File: config.mk
export PLATFORM = sky130hd
export DESIGN_NAME = arena_scan
export DESIGN_NICKNAME = d
export VERILOG_FILES = /design/src/rtl/wormy_pkg.sv /design/src/rtl/arena_scan.sv
export SDC_FILE = /design/constraint.sdc
export NUM_CORES = 1
export LEC_CHECK = 0
export CORE_MARGIN = 2
export CORE_UTILIZATION = 30
export DETAILED_ROUTE_END_ITERATION = 16
export SKIP_CTS_REPAIR_TIMING = 1
export SLEW_MARGIN = 10
export SYNTH_ARGS = -nofsm -noshare
export SYNTH_HDL_FRONTEND = slang
export SYNTH_SLANG_ARGS = --single-unit
File: constraint.sdc
create_clock -name clk -period 4 [get_ports clk]
set_input_delay 0.6 -clock clk [delete_from_list [all_inputs] [get_ports clk]]
set_output_delay 0.6 -clock clk [all_outputs]
set_load 0.03 [all_outputs]
File: src/rtl/wormy_pkg.sv
// ============================================================================
//  Module : wormy_pkg
//  Brief  : Shared grid dimensions and LED-scan state encoding.
//  Rev    : 1.0  initial release
// ============================================================================
`default_nettype none

package wormy_pkg;

    localparam int GridDim  = 4;
    localparam int NumCells = GridDim * GridDim;

    typedef enum logic [0:0] {
        SCAN_BLANK = 1'b0,
        SCAN_DRIVE = 1'b1
    } scan_state_e;

endpackage

`default_nettype wire

File: src/rtl/arena_scan.sv
// ============================================================================
//  Module : arena_scan
//  Brief  : Row-multiplexed 4x4 LED scanner with per-frame snapshot and
//           PWM-style brightness inside each row dwell.
//  Rev    : 1.0  initial release
// ============================================================================
`default_nettype none

module arena_scan
    import wormy_pkg::*;
#(
    parameter int DwellCycles = 75,
    parameter int BlankCycles = 4
) (
    input  logic                clk,
    input  logic                rst,
    input  logic [NumCells-1:0] arena_on,
    input  logic [1:0]          brightness,
    output logic [GridDim-1:0]  row_en,
    output logic [GridDim-1:0]  col_on,
    output logic                frame_start
);

    localparam logic [7:0] c_blank_last = 8'(BlankCycles - 1);
    localparam logic [7:0] c_dwell_last = 8'(DwellCycles - 1);

    scan_state_e         state_q;
    logic [1:0]          row_q;
    logic [7:0]          cnt_q;
    logic [NumCells-1:0] arena_q;
    logic [1:0]          bright_q;
    logic [GridDim-1:0]  row_en_q;
    logic [GridDim-1:0]  col_on_q;
    logic                frame_start_q;

    logic [9:0]          w_lit;
    logic [GridDim-1:0]  w_cols;

    // Lit cycles per dwell: quarter steps of the dwell, at most 4*255 so 10 bits suffice.
    assign w_lit  = ((10'(bright_q) + 10'd1) * 10'(DwellCycles)) >> 2;
    assign w_cols = arena_q[GridDim*row_q +: GridDim];

    always_ff @(posedge clk) begin
        if (rst) begin
            state_q       <= SCAN_BLANK;
            row_q         <= 2'd0;
            cnt_q         <= 8'd0;
            arena_q       <= '0;
            bright_q      <= 2'd0;
            row_en_q      <= '0;
            col_on_q      <= '0;
            frame_start_q <= 1'b0;
        end else begin
            row_en_q      <= '0;
            col_on_q      <= '0;
            frame_start_q <= 1'b0;
            case (state_q)
                SCAN_BLANK: begin
                    if (row_q == 2'd0 && cnt_q == 8'd0) begin
                        arena_q       <= arena_on;
                        bright_q      <= brightness;
                        frame_start_q <= 1'b1;
                    end
                    if (cnt_q == c_blank_last) begin
                        state_q <= SCAN_DRIVE;
                        cnt_q   <= 8'd0;
                    end else begin
                        cnt_q <= cnt_q + 8'd1;
                    end
                end
                SCAN_DRIVE: begin
                    row_en_q <= GridDim'(1) << row_q;
                    col_on_q <= ({2'b00, cnt_q} < w_lit) ? w_cols : '0;
                    if (cnt_q == c_dwell_last) begin
                        state_q <= SCAN_BLANK;
                        cnt_q   <= 8'd0;
                        row_q   <= row_q + 2'd1;
                    end else begin
                        cnt_q <= cnt_q + 8'd1;
                    end
                end
                default: begin
                    state_q <= SCAN_BLANK;
                    cnt_q   <= 8'd0;
                end
            endcase
        end
    end

    assign row_en      = row_en_q;
    assign col_on      = col_on_q;
    assign frame_start = frame_start_q;

endmodule

`default_nettype wire

==> impl_metrics.tcl <==
set metrics [dict create \
    grtUsageMet2_pct 17.3 \
    ys_warn_count 0 \
    tritoncts "yes" \
    maxSlewViolCount 0 \
    drive_gt1_share_pct 14.6 \
    floorplan.initialDensity_pct 31.5 \
    drc 0 \
    clock_sinks 38 \
    maxCapViolations 0 \
    criticalPathCategory "flop to flop" \
    synth_top_area_share_pct 40.3 \
    synth-edff-count 0 \
    crit_fanout 6 \
    crit_path_start_kind "flop" \
    synthArstFlopShare_pct 0 \
    max_freq_ghz 0.427 \
    fin_util_pct 38.8 \
    cp_data_required_time_ns 4.23 \
    core_sq_um 5990 \
    hold_viol 0 \
    finalNetCount 270 \
    via_per_inst 4.60 \
    die_area_sq_um 6940 \
    ys_seq_area_share_pct 40.3 \
    first_pass_iters 4 \
    wl_um 3760 \
    ant_nets 0 \
    ios 29 \
    syn-instance-count 205 \
    place_ws_ns 1.67 \
    worstMarginPinSlew_ns 0.858 \
    setup_viol 0 \
    cp.arrival_ns 2.58 \
    synthesis.nets 242 \
    use_met1_pct 15.2 \
    timing.final.crit_share_pct 58.5 \
    dr.first_iter.drc_count 70 \
    min_path_type "flop to flop" \
    clock_latency_ns 0.29 \
    ys_types 32 \
    cts.reportedPaths.clkPinSlew_ns 0.07 \
    synth-seq-cells 38 \
    gr-usage-all-layers_pct 11.5 \
    wl_per_cell_um 12.2 \
    reg2reg_depth 10 \
    fin_setup_tns_ns 0 \
    synthFlopType "dfxtp_1" \
    synth_area_sq_um 1890 \
    ir_worst_vdd_mv 0.205 \
    fp.dieW_um 83.3 \
    setup_ws_ns 1.66 \
    yosys-top-cells-area "dfxtp_1, ha_1, nand2_1" \
    yosysTopAreaCell "dfxtp_1" \
    grt.overflow.total 0 \
    diodes 0 \
    fin_skew_ns 0.00156 \
    rsz0062_at_grt "no" \
    rows 28 \
    gp_congestion 0.836 \
    dpl.hpwl_um 2760 \
    met3_usage_pct 3.08 \
    ctsLongestPathBuffers 2 \
    grt_busiest_layer "met2" \
    antenna_found_initial 0 \
    cp-end-kind "flop" \
    postSynthAreaPerCell_sq_um 9.20 \
    cts_root_buf "clkbuf_8" \
    relSlewSlack_pct 42.8 \
    power_density_nw_per_um2 405 \
    total_leakage_power_uw 0.000898 \
    grt_pass1_vias 1375 \
    numCtsBuffers 5 \
    dieHeight_um 83.3 \
    grt_pass1_wl_um 6410 \
    syn2layout_area_growth_pct 23.4 \
    min_period_ns 2.34 \
    vias 1417 \
    hold_depth 2 \
    place.port_buffers 28 \
    grt_start_max_net_pins 25 \
    htree_levels 2 \
    status "completed" \
]
-- state kept, by name, indices dropped and copies added, names as in the netlist --
name and flops:
arena_q 16, bright_q 2, cnt_q 8, col_on 4, frame_start 1, row_en 4
row_q 2, state_q 1
-- through the flow --
stage	cells	hold slack, ns	total power [uW]	instance area (sq um)
2_1_floorplan	205	0.423	581	1890
3_3_place_gp	301	0.437	621	2210
3_5_place_dp	301	0.446	625	2210
4_1_cts	308	0.455	961	2330
5_1_grt	308	0.480	997	2330
6_report	308	0.452	943	2330
-- power breakdown --
part | total, uW | internal [uW] | leakage [uW] | switching, uW
registers | 431 | 408 | 0.000310 | 23.2
logic | 182 | 80.4 | 0.000530 | 102
clock network | 329 | 199 | 0.0000573 | 130
-- cell usage in the layout, fill, tap and decap left out, drive strengths merged, types with 2 or more instances in the layout --
cell	n
a21oi	23
and3	5
nand2	41
nor2	14
nand3	8
xnor2	5
clkdlybuf4s50	28
inv	13
nand4	4
a211oi	2
nor2b	3
dfxtp	38
and2	4
xor2	4
mux4	4
o21ai	3
clkbuf	6
ha	17
-- routing by layer --
metal  part of all wire (%)  vias up
li1                       -      745
met1                     50      642
met2                     44       25
met3                    3.9        5
met4                    1.9        0
met5                      0        -
-- critical path, cell delays in order (launching register included) --
cell      delay (ns)
dfxtp_1         0.42
inv_1           0.13
ha_1            0.34
inv_1           0.06
or3_1           0.34
o21ai_0         0.10
ha_1            0.26
nand4_1         0.11
a211oi_1        0.06
nor3_1          0.30
and2_1          0.17
-- cells by family after synthesis --
kind of cell | after synthesis | synth area share [%]
and+or+nand+nor | 84 | 22.6
buffers and inverters | 21 | 5.44
AOI/OAI and AO/OA | 32 | 11.3
DFF | 38 | 40.3
xor gates and xnor gates | 9 | 4.18
adders and majority gates | 17 | 11.3
muxes | 4 | 4.78
-- layout make-up --
class                      instances  area [sq um]
fill                             605          3660
multi-input combinational        146          1020
sequential                        38           761
timing repair buffer              29           288
tap                               75          93.8
clock buffer                       6          82.6
inverter                          13          48.8
clock inverter                     1          30.0
-- path summary, 6_finish.rpt --
check	start	end	slack, ns
setup / recovery	bright_q[0]	col_on[0]	1.66
hold / removal	arena_q[7]	arena_q[7]	0.45
setup reg to reg	bright_q[0]	col_on[0]	1.66
hold reg to reg	arena_q[7]	arena_q[7]	0.45
-- synth_stat cells (2+ instances only) --
| master | n |
|---|---|
| nor2_1 | 14 |
| inv_1 | 13 |
| a21oi_2 | 10 |
| dfxtp_1 | 38 |
| and2_1 | 4 |
| nand3_1 | 8 |
| o21ai_0 | 3 |
| xor2_1 | 4 |
| and3_1 | 5 |
| nand2_2 | 10 |
| nor2b_1 | 3 |
| xnor2_1 | 5 |
| clkbuf_1 | 5 |
| ha_1 | 17 |
| nand2_1 | 31 |
| a21oi_1 | 13 |
| a211oi_1 | 2 |
| mux4_2 | 4 |
| nand4_1 | 3 |
Power figures use the tool's default switching activity.
